`config.mk`:
```
export PLATFORM = sky130hd
export DESIGN_NAME = mem_arbiter
export DESIGN_NICKNAME = d
export VERILOG_FILES = /design/src/rtl/mem_arbiter_pkg.sv /design/src/rtl/mem_arbiter_pick.sv /design/src/rtl/mem_arbiter.sv
export SDC_FILE = /design/constraint.sdc
export NUM_CORES = 1
export LEC_CHECK = 0
export ABC_AREA = 0
export CAP_MARGIN = 20
export CORE_AREA = 3 3 111 113
export CTS_CLUSTER_SIZE = 20
export DETAILED_ROUTE_END_ITERATION = 12
export DIE_AREA = 0 0 114 116
export GPL_TIMING_DRIVEN = 0
export PLACE_DENSITY_LB_ADDON = 0.2
export SYNTH_ARGS = -nofsm -noshare
export SYNTH_HDL_FRONTEND = slang
export SYNTH_SLANG_ARGS = --single-unit
```
`constraint.sdc`:
```
create_clock -name clk -period 8.8 [get_ports clk]
set_clock_uncertainty 0.1 [all_clocks]
set_input_delay 2.2 -clock clk [delete_from_list [all_inputs] [get_ports clk]]
set_output_delay 2.2 -clock clk [all_outputs]
set_load 0.01 [all_outputs]
```
`src/rtl/mem_arbiter_pkg.sv`:
```
// Shared types and default sizes for the byte-wide memory arbiter.
// The state and requester enums are used by mem_arbiter and mem_arbiter_pick.
package mem_arbiter_pkg;

    typedef enum logic [1:0] {
        IDLE  = 2'd0,
        ISSUE = 2'd1,
        DRAIN = 2'd2,
        RESP  = 2'd3
    } state_t;

    typedef enum logic [1:0] {
        REQ_I  = 2'd0,
        REQ_RD = 2'd1,
        REQ_WR = 2'd2
    } req_id_t;

    localparam int ADDR_W_DEF       = 16;
    localparam int IFETCH_BYTES_DEF = 3;
    localparam int DATA_BYTES_DEF   = 2;

endpackage

```
`src/rtl/mem_arbiter_pick.sv`:
```
// Combinational winner selection among fetch, data-read and data-write requests.
// Fixed priority wr > rd > i; with MEM_ARBITER_ROUND_ROBIN_EN priority rotates after `last`.
module mem_arbiter_pick
    import mem_arbiter_pkg::*;
(
    input  logic       i_req,
    input  logic       rd_req,
    input  logic       wr_req,
`ifdef MEM_ARBITER_ROUND_ROBIN_EN
    input  logic [1:0] last,
`endif
    output logic       any,
    output logic [1:0] winner
);

    always_comb begin
        any    = i_req | rd_req | wr_req;
        winner = REQ_I;
`ifdef MEM_ARBITER_ROUND_ROBIN_EN
        // The requester following the previous winner in the ring wr -> rd -> i goes first.
        case (last)
            REQ_WR: begin
                if (rd_req)      winner = REQ_RD;
                else if (i_req)  winner = REQ_I;
                else if (wr_req) winner = REQ_WR;
            end
            REQ_RD: begin
                if (i_req)       winner = REQ_I;
                else if (wr_req) winner = REQ_WR;
                else if (rd_req) winner = REQ_RD;
            end
            default: begin
                if (wr_req)      winner = REQ_WR;
                else if (rd_req) winner = REQ_RD;
                else if (i_req)  winner = REQ_I;
            end
        endcase
`else
        if (wr_req)      winner = REQ_WR;
        else if (rd_req) winner = REQ_RD;
        else if (i_req)  winner = REQ_I;
`endif
    end

endmodule

```
`src/rtl/mem_arbiter.sv`:
```
// Shares one byte-wide synchronous memory between instruction fetch, data read and data write.
// Optional rotating priority is enabled by defining MEM_ARBITER_ROUND_ROBIN_EN.
module mem_arbiter
    import mem_arbiter_pkg::*;
#(
    parameter int ADDR_W       = ADDR_W_DEF,
    parameter int IFETCH_BYTES = IFETCH_BYTES_DEF,
    parameter int DATA_BYTES   = DATA_BYTES_DEF
) (
    input  logic                      clk,
    input  logic                      reset,
    input  logic                      i_req,
    input  logic [ADDR_W-1:0]         i_addr,
    output logic [8*IFETCH_BYTES-1:0] i_data,
    output logic                      i_valid,
    input  logic                      d_rd_req,
    input  logic [ADDR_W-1:0]         d_rd_addr,
    output logic [8*DATA_BYTES-1:0]   d_rd_data,
    output logic                      d_rd_valid,
    input  logic                      d_wr_req,
    input  logic [ADDR_W-1:0]         d_wr_addr,
    input  logic [8*DATA_BYTES-1:0]   d_wr_data,
    output logic                      d_wr_done,
    output logic                      mem_en,
    output logic                      mem_we,
    output logic [ADDR_W-1:0]         mem_addr,
    output logic [7:0]                mem_wdata,
    input  logic [7:0]                mem_rdata
);

    localparam int MAX_BYTES = (IFETCH_BYTES > DATA_BYTES) ? IFETCH_BYTES : DATA_BYTES;
    localparam int CNT_W     = (MAX_BYTES > 2) ? $clog2(MAX_BYTES) : 1;
    localparam int ASM_W     = 8 * MAX_BYTES;

    state_t                    state_reg, state_next;
    logic [CNT_W-1:0]          k_reg, k_next, last_k, cap_idx;
    req_id_t                   who_reg, who_next, grant_id;
    logic [ADDR_W-1:0]         addr_reg, addr_next, grant_addr, mem_addr_next;
    logic [ASM_W-1:0]          wdata_reg, wdata_next, asm_reg, asm_next;
    logic                      grant_any, grant, strobe, cap_en;
    logic                      mem_en_next, mem_we_next;
    logic                      i_valid_next, d_rd_valid_next, d_wr_done_next;
    logic [7:0]                mem_wdata_next;
    logic [8*IFETCH_BYTES-1:0] i_data_next;
    logic [8*DATA_BYTES-1:0]   d_rd_data_next;
    logic [1:0]                winner_bits;

`ifdef MEM_ARBITER_ROUND_ROBIN_EN
    req_id_t last_reg;

    always_ff @(posedge clk or negedge reset) begin
        if (!reset)     last_reg <= REQ_I;
        else if (grant) last_reg <= grant_id;
    end
`endif

    mem_arbiter_pick u_pick (
        .i_req  (i_req),
        .rd_req (d_rd_req),
        .wr_req (d_wr_req),
`ifdef MEM_ARBITER_ROUND_ROBIN_EN
        .last   (last_reg),
`endif
        .any    (grant_any),
        .winner (winner_bits)
    );

    assign grant_id = req_id_t'(winner_bits);
    // Granting from RESP as well as IDLE keeps back-to-back transactions bubble-free.
    assign grant    = grant_any && (state_reg == IDLE || state_reg == RESP);
    assign last_k   = (who_reg == REQ_I) ? CNT_W'(IFETCH_BYTES - 1) : CNT_W'(DATA_BYTES - 1);

    always_comb begin
        case (grant_id)
            REQ_WR:  grant_addr = d_wr_addr;
            REQ_RD:  grant_addr = d_rd_addr;
            default: grant_addr = i_addr;
        endcase
    end

    always_comb begin
        state_next      = state_reg;
        k_next          = k_reg;
        who_next        = who_reg;
        addr_next       = addr_reg;
        wdata_next      = wdata_reg;
        asm_next        = asm_reg;
        mem_en_next     = 1'b0;
        mem_we_next     = 1'b0;
        mem_addr_next   = '0;
        mem_wdata_next  = 8'h00;
        i_valid_next    = 1'b0;
        d_rd_valid_next = 1'b0;
        d_wr_done_next  = 1'b0;
        i_data_next     = i_data;
        d_rd_data_next  = d_rd_data;
        strobe          = 1'b0;
        cap_en          = 1'b0;
        cap_idx         = '0;

        case (state_reg)
            IDLE, RESP: begin
                if (grant) begin
                    who_next   = grant_id;
                    addr_next  = grant_addr;
                    wdata_next = (grant_id == REQ_WR) ? ASM_W'(d_wr_data) : '0;
                    k_next     = '0;
                    strobe     = 1'b1;
                    state_next = ISSUE;
                end else begin
                    state_next = IDLE;
                end
            end
            ISSUE: begin
                // Memory returns the byte strobed one cycle earlier.
                if (k_reg != '0) begin
                    cap_en  = 1'b1;
                    cap_idx = k_reg - CNT_W'(1);
                end
                if (k_reg == last_k) begin
                    state_next     = (who_reg == REQ_WR) ? RESP : DRAIN;
                    d_wr_done_next = (who_reg == REQ_WR);
                end else begin
                    k_next = k_reg + CNT_W'(1);
                    strobe = 1'b1;
                end
            end
            DRAIN: begin
                cap_en     = 1'b1;
                cap_idx    = last_k;
                state_next = RESP;
            end
            default: state_next = IDLE;
        endcase

        if (strobe) begin
            mem_en_next   = 1'b1;
            mem_we_next   = (who_next == REQ_WR);
            mem_addr_next = addr_next + ADDR_W'(k_next);
        end

        for (int b = 0; b < MAX_BYTES; b++) begin
            if (strobe && k_next == CNT_W'(b))  mem_wdata_next      = wdata_next[8*b +: 8];
            if (cap_en && cap_idx == CNT_W'(b)) asm_next[8*b +: 8] = mem_rdata;
        end

        if (state_reg == DRAIN) begin
            if (who_reg == REQ_I) begin
                i_valid_next = 1'b1;
                i_data_next  = asm_next[8*IFETCH_BYTES-1:0];
            end else begin
                d_rd_valid_next = 1'b1;
                d_rd_data_next  = asm_next[8*DATA_BYTES-1:0];
            end
        end
    end

    always_ff @(posedge clk or negedge reset) begin
        if (!reset) begin
            state_reg  <= IDLE;
            k_reg      <= '0;
            who_reg    <= REQ_I;
            addr_reg   <= '0;
            wdata_reg  <= '0;
            asm_reg    <= '0;
            mem_en     <= 1'b0;
            mem_we     <= 1'b0;
            mem_addr   <= '0;
            mem_wdata  <= 8'h00;
            i_valid    <= 1'b0;
            d_rd_valid <= 1'b0;
            d_wr_done  <= 1'b0;
            i_data     <= '0;
            d_rd_data  <= '0;
        end else begin
            state_reg  <= state_next;
            k_reg      <= k_next;
            who_reg    <= who_next;
            addr_reg   <= addr_next;
            wdata_reg  <= wdata_next;
            asm_reg    <= asm_next;
            mem_en     <= mem_en_next;
            mem_we     <= mem_we_next;
            mem_addr   <= mem_addr_next;
            mem_wdata  <= mem_wdata_next;
            i_valid    <= i_valid_next;
            d_rd_valid <= d_rd_valid_next;
            d_wr_done  <= d_wr_done_next;
            i_data     <= i_data_next;
            d_rd_data  <= d_rd_data_next;
        end
    end

endmodule
```
==> results of run 1 <==
==> synthesized netlist by cell type (4+ instances only) <==
cell	count	area share (%)
ha_1	7	1.4
inv_1	14	0.86
clkbuf_1	15	0.92
mux2i_1	19	3.1
nand2_1	155	9.5
o21a_1	10	1.2
nor2_1	21	1.3
buf_2	5	0.41
mux2_2	40	7.3
and2_1	10	1.0
o21ai_0	11	0.90
nand3b_1	8	0.98
o211ai_1	5	0.61
nor3_1	4	0.33
dfrtp_1	139	57
nand3_1	23	1.9
nand4_1	4	0.41
o21ai_1	4	0.33
a21oi_1	14	1.1
nand2b_1	7	0.71
mux2_1	5	0.92
==> cell type report <==
type / count / share of cell area (%)
Buffer: 28 / 1.82
Tap cell: 143 / 2.13
Multi-Input combinational cell: 395 / 29.1
Inverter: 17 / 0.760
Clock buffer: 25 / 5.78
Timing Repair Buffer: 146 / 17.6
Sequential cell: 139 / 41.4
Clock inverter: 7 / 1.34
==> final timing paths <==
path	start	to	slack, ns	cells after the start
min in group asynchronous	reset	i_data[8]	1.60	1
setup / recovery	d_wr_req	mem_addr[12]	2.85	14
hold / removal	asm_reg[11]	i_data[11]	0.36	2
max in group asynchronous	reset	who_reg[1]	6.18	2
setup reg to reg	state_reg[1]	mem_addr[12]	4.68	13
hold reg to reg	asm_reg[11]	i_data[11]	0.36	2
==> power by group through the flow <==
stage,sequential [mW],clock [mW],combinational (mW)
6_report,1.04,0.719,1.47
2_1_floorplan,1.08,0,0.839
3_5_place_dp,1.05,0,1.46
4_1_cts,1.04,0.726,1.48
5_1_grt,1.07,0.755,1.63
3_3_place_gp,1.03,0,1.40
==> metrics by stage <==
stage,setup WS [ns],instances
final,2.85,900
after global routing,2.65,900
after global placement,0.200,867
after detailed placement,2.45,868
after floorplan,3.62,579
after CTS,2.86,900
==> cell families (layout without fill, tap and decap cells) <==
logic type               after synthesis  in the layout  synth area share [%]
XOR/XNOR                               5              5                 0.713
flip-flops                           139            139                  56.6
AND/OR/NAND/NOR                      254            254                  18.8
adder cells (fa/ha/maj)                9              9                  1.91
AO/OA/AOI/OAI                         63             63                  7.09
buffers and inverters                 45            223                  3.52
multiplexers                          64             64                  11.3
==> critical path, cell delays in order <==
cell             delay (ns)
clkdlybuf4s50_1        0.53
o31ai_4                0.53
buf_6                  0.22
buf_2                  0.23
clkbuf_1               0.39
nand2_1                0.09
o21ai_0                0.11
ha_1                   0.23
inv_1                  0.06
fa_1                   0.41
a21oi_2                0.26
nand4_2                0.23
or4_1                  0.51
a21oi_1                0.15
==> layout by cell type (no fill, tap or decap), types with 3 or more instances in the layout <==
cell	count
nand2_1	155
clkdlybuf4s50_1	144
dfrtp_1	139
mux2_2	40
nand3_1	23
nor2_1	21
clkbuf_1	20
mux2i_1	19
clkbuf_16	17
inv_1	14
a21oi_1	14
o21ai_0	11
o21a_1	10
and2_1	10
nand3b_1	8
nand2b_1	7
ha_1	7
buf_2	5
mux2_1	5
o211ai_1	5
buf_6	4
o21ai_1	4
nand4_1	4
nor3_1	4
o21ai_2	3
o31ai_1	3
xor2_1	3
clkinv_2	3
bufinv_16	3
clkbuf_8	3
==> layer usage <==
layer	routed length, um	vias to the layer above	part of all wire [%]
met5	0	-	0
met1	6490	2464	42
met3	876	29	5.6
met4	280	0	1.8
met2	7950	172	51
li1	-	2285	-
==> metrics.md, run 1 <==
| Metric | Value |
|---|---|
| Initial core utilization | 53.8% |
| DR vias/cell | 5.50 |
| Crit share post-route | 67.7% |
| Htree depth | 4 |
| Critical Path End Type | register |
| TritonCTS clock tree | done |
| Clock-pin slew on the worst setup and hold paths | 0.05 ns |
| Total setup buffers inserted after CTS | 0 |
| GRT Util Overall | 24.8% |
| Die Ht | 116 um |
| Seq/Total Area, Yosys | 56.6% |
| Hold buffer count at CTS | 0 |
| Iter 0 DRT Violations | 362 |
| Net Switching | 1.22 mW |
| Crit start category | input port |
| ANT nets after route | 0 |
| Synthesis-stage register bit count | 139 |
| Synth warnings | 0 |
| Max_slew headroom | 52.4% |
| First-pass detailed-route iteration total | 4 |
| CORE AREA | 11,400 sq um |
| Avg Cell Area, Syn | 10.6 sq um |
| Cell area power density | 385 nW/um^2 |
| Flop pwr share | 32.2% |
| Nets | 829 |
| Final core occ | 73.6% |
| DRC | 0 |
| Least-Margin Pin Slew | 0.709 ns |
| Total power | 3.24 mW |
| GPL Wtd Cong | 0.787 |
| Design Area, Final | 8400 sq um |
| Port Buf Inserts | 145 |
| DP HPWL | 11.0 mm |
| FILL cells | 839 |
| Final Max Slew Viols | 0 |
| Hold Crit Class | register to register |
| Synthesis-to-layout area growth | 36.7% |
| CTS Buf Count | 17 |
| Num rows | 39 |
| VDD IR-drop max | 0.205 mV |
| CTS Buffer Depth | 2 |
| Initial antenna violation count | 0 |
| Worst-path fanout max | 10 |
| Hold Vio Cnt, Final | 0 |
| DR vias | 4,950 |
| Cells after Synth | 579 |
| Status | completed |
| Post-DP Area | 7800 sq um |
| Root buf cell | clkbuf_16 |
| Fraction of layout cells with a size suffix above 1 | 12.7% |
| Met1 GRT Util | 30.3% |
| Leakage | 3.82 nW |
| Post-cts gate resize count | 0 |
| Wirelength per Cell | 17.3 um |
| Number of flops mapped to enable cells by yosys | 0 |
| Clk pwr share | 22.2% |
| Mapped Area | 6140 sq um |
| Syn Nets | 664 |
| Clk Latency, worst-skew pair | 0.41 ns |
| First-pass GRT wire length | 25.4 mm |
| Die Wd | 114 um |
| Setup CP Type | input port to register |
| WP data required | 9.03 ns |
| Ports | 146 |
| Internal power | 2.02 mW |
| Grt peak-use layer | met2 |
| Final Setup Violations | 0 |
| Post-Route Setup TNS | 0 ns |
| Met2 usage | 44.0% |
| Clock sinks | 139 |
| Fmax | 168 MHz |
| Largest net degree at the start of global routing | 97 |
| Distinct cell type count after synthesis | 58 |
| Reg area | 3480 sq um |
| Min Tclk post-route | 5.95 ns |
| Area of the multi-input gates | 2450 sq um |
| RSZ-0062 raised after global routing | no |
| Detailed-route wire length | 15.6 mm |
| Number of global-route vias before repair | 5,171 |
| GRT overflow | 0 |
| Hold WS | 0.361 ns |
| Arrival time at the worst endpoint | 6.18 ns |
| Combinational power share | 45.5% |
| Die area | 13,200 sq um |
| Global Route met3 Usage | 4.80% |
| Synth Flop Type | dfrtp_1 |
| Max cap viols | 0 |
| Switching share of power | 37.6% |
| Post-synth ARST share | 100% |
| N_diodes | 0 |
Note: power is estimated with default switching activity, not from simulation.
==> run 2: changes to the inputs <==
--- a/config.mk
+++ b/config.mk
@@ -7,10 +7,10 @@
 export LEC_CHECK = 0
 export ABC_AREA = 0
 export CAP_MARGIN = 20
-export CORE_AREA = 3 3 111 113
+export CORE_AREA = 3 3 115 117
 export CTS_CLUSTER_SIZE = 20
 export DETAILED_ROUTE_END_ITERATION = 12
-export DIE_AREA = 0 0 114 116
+export DIE_AREA = 0 0 118 120
 export GPL_TIMING_DRIVEN = 0
 export PLACE_DENSITY_LB_ADDON = 0.2
 export SYNTH_ARGS = -nofsm -noshare
==> constraint.sdc (replaced) <==
create_clock -name clk -period 5.6 [get_ports clk]
set_clock_uncertainty 0.1 [all_clocks]
set_input_delay 1.4 -clock clk [delete_from_list [all_inputs] [get_ports clk]]
set_output_delay 1.4 -clock clk [all_outputs]
set_load 0.01 [all_outputs]
==> run 2 against run 1 <==
Net effect:
- sequential share of layout area down 0.37 points
- hold slack lost 0.0042 ns
- core utilization down 5.6 points
- critical path depth is the same
- first-iteration DRC count fell by 15%
- combinational power rose by 55%
- clock power rose by 67%
- total power grew 58%
- register-to-register slack lost 3.2 ns
- global-route usage shrank 2.6 points
- critical endpoint unchanged
- largest power group unchanged
==> metrics.md, run 2 (same netlist as run 1, synthesis figures left out) <==
| Metric | Value |
|---|---|
| ANT nets after route | 0 |
| Ports | 146 |
| Final Max Slew Viols | 0 |
| Hold buffer count at CTS | 0 |
| Final Setup Violations | 0 |
| CP cell instances | clkdlybuf4s50_1, o31ai_4, buf_6, buf_2, clkbuf_1, nand2_1, o21ai_0, ha_1, inv_1, fa_1, a21oi_2, nand4_2, or4_1, a21oi_1 |
| Reg area | 3480 sq um |
| GPL Wtd Cong | 0.823 |
| Worst-path fanout max | 10 |
| Hold Crit Class | register to register |
| VDD IR-drop max | 0.290 mV |
| Total power | 5.10 mW |
| Die area | 14,200 sq um |
| Die Ht | 120 um |
| Wirelength per Cell | 16.1 um |
| Least-Margin Pin Slew | 0.652 ns |
| Critical Path End Type | register |
| Status | completed |
| Clk Latency, worst-skew pair | 0.42 ns |
| First-pass GRT wire length | 24.6 mm |
| Clk pwr share | 23.5% |
| Root buf cell | clkbuf_16 |
| WP data required | 5.83 ns |
| Post-DP Area | 7840 sq um |
| DRC | 0 |
| Switching share of power | 36.5% |
| TritonCTS clock tree | done |
| Largest net degree at the start of global routing | 77 |
| Net Switching | 1.87 mW |
| Die Wd | 118 um |
| GRT Util Overall | 22.2% |
| Flop pwr share | 31.8% |
| N_diodes | 0 |
| First-pass detailed-route iteration total | 5 |
| GRT overflow | 0 |
| Min Tclk post-route | 5.26 ns |
| Fraction of layout cells with a size suffix above 1 | 12.8% |
| Htree depth | 4 |
| DP HPWL | 10.7 mm |
| FILL cells | 987 |
| DR vias | 4,802 |
| Setup CP Type | input port to register |
| Arrival time at the worst endpoint | 5.48 ns |
| CTS Buf Count | 17 |
| Post-Place Worst Slack | -0.0353 ns |
| Final WS setup | 0.345 ns |
| Nets | 829 |
| Cell area power density | 602 nW/um^2 |
| Leakage | 3.84 nW |
| Max cap viols | 0 |
| Synthesis-to-layout area growth | 38.0% |
| Initial core utilization | 49.3% |
| Crit share post-route | 93.8% |
| Clock sinks | 139 |
| Area of the multi-input gates | 2450 sq um |
| Crit start category | input port |
| Clock-pin slew on the worst setup and hold paths | 0.05 ns |
| Design Area, Final | 8480 sq um |
| Post-cts gate resize count | 0 |
| Num rows | 41 |
| DR vias/cell | 5.17 |
| RSZ-0062 raised after global routing | no |
| CTS Buffer Depth | 2 |
| Critical path's slowest cell | clkdlybuf4s50_1 |
| Detailed-route wire length | 14.9 mm |
| Number of global-route vias before repair | 5,084 |
| Hold Vio Cnt, Final | 0 |
| Initial antenna violation count | 0 |
| Most frequent cells in the layout | 155 x nand2_1, 144 x clkdlybuf4s50_1, 139 x dfrtp_1 |
| Iter 0 DRT Violations | 309 |
| Total setup buffers inserted after CTS | 0 |
| Most common cell after layout, fill and taps aside | nand2_1 |
| Internal power | 3.24 mW |
| CP max stage delay | 0.61 ns |
| Combinational power share | 44.7% |
| CORE AREA | 12,500 sq um |
| Max_slew headroom | 56.3% |
| Fmax | 190 MHz |
| Port Buf Inserts | 145 |
==> run 2: power by group through the flow <==
stage / Combinational [mW] / Sequential (mW) / Clock [mW]
floorplan: 1.32 / 1.70 / 0
global placement: 2.22 / 1.62 / 0
detailed placement: 2.29 / 1.64 / 0
CTS: 2.31 / 1.63 / 1.21
global route: 2.53 / 1.67 / 1.25
finish: 2.28 / 1.62 / 1.20
==> run 2: worst paths after layout <==
check                      cells past startpoint    startpoint           end  slack, ns
min reg2reg                                    2    asm_reg[6]     i_data[6]       0.36
max                                           14      d_wr_req  mem_addr[12]       0.34
min                                            2    asm_reg[6]     i_data[6]       0.36
min in group asynchronous                      1         reset    i_data[14]       0.86
max in group asynchronous                      2         reset  mem_wdata[5]       3.77
max reg2reg                                   16  state_reg[0]  mem_addr[12]       1.52
==> run 2: through the flow <==
step	utilization [%]	hold WS, ns	setup TNS [ns]	cells
final	68.0	0.357	0	928
after global routing	68.0	0.387	0	928
after CTS	68.0	0.360	0	928
after detailed placement	62.9	0.346	-0.0353	897
after global placement	62.6	0.341	-317.71	896
after floorplan	-	0.333	0	579
==> run 2: final cells by class <==
cell class              count  share of cell area [%]
flip-flops and latches    139                    41.0
multi-input cells         395                    28.9
repair buffers            146                    17.5
clock buffers              25                    5.96
well taps                 172                    2.54
plain buffers              28                    1.80
clock inverters             6                    1.56
inverters                  17                   0.753
==> run 2: routing by layer <==
| metal | wire (um) | GRT usage (%) |
|---|---|---|
| met1 | 6220 | 27.1 |
| met2 | 7290 | 36.8 |
| met3 | 891 | 5.89 |
| met4 | 533 | 10.8 |
| met5 | 0 | 0 |
==> run 2: worst max-delay path, delay by kind of cell <==
| kind | cells | cell delay, ns |
|---|---|---|
| adders and majority gates | 2 | 0.63 |
| buffers and inverters | 5 | 1.50 |
| AOI/OAI and AO/OA | 4 | 1.09 |
| and+or+nand+nor | 3 | 0.84 |
==> run 3: changes to the inputs <==
--- a/config.mk
+++ b/config.mk
@@ -13,6 +13,7 @@
 export DIE_AREA = 0 0 118 120
 export GPL_TIMING_DRIVEN = 0
 export PLACE_DENSITY_LB_ADDON = 0.2
+export SKIP_LAST_GASP = 1
 export SYNTH_ARGS = -nofsm -noshare
 export SYNTH_HDL_FRONTEND = slang
 export SYNTH_SLANG_ARGS = --single-unit
==> results of run 3 <==
No change in the layout: final DEF, timing and power equal those of run 2.
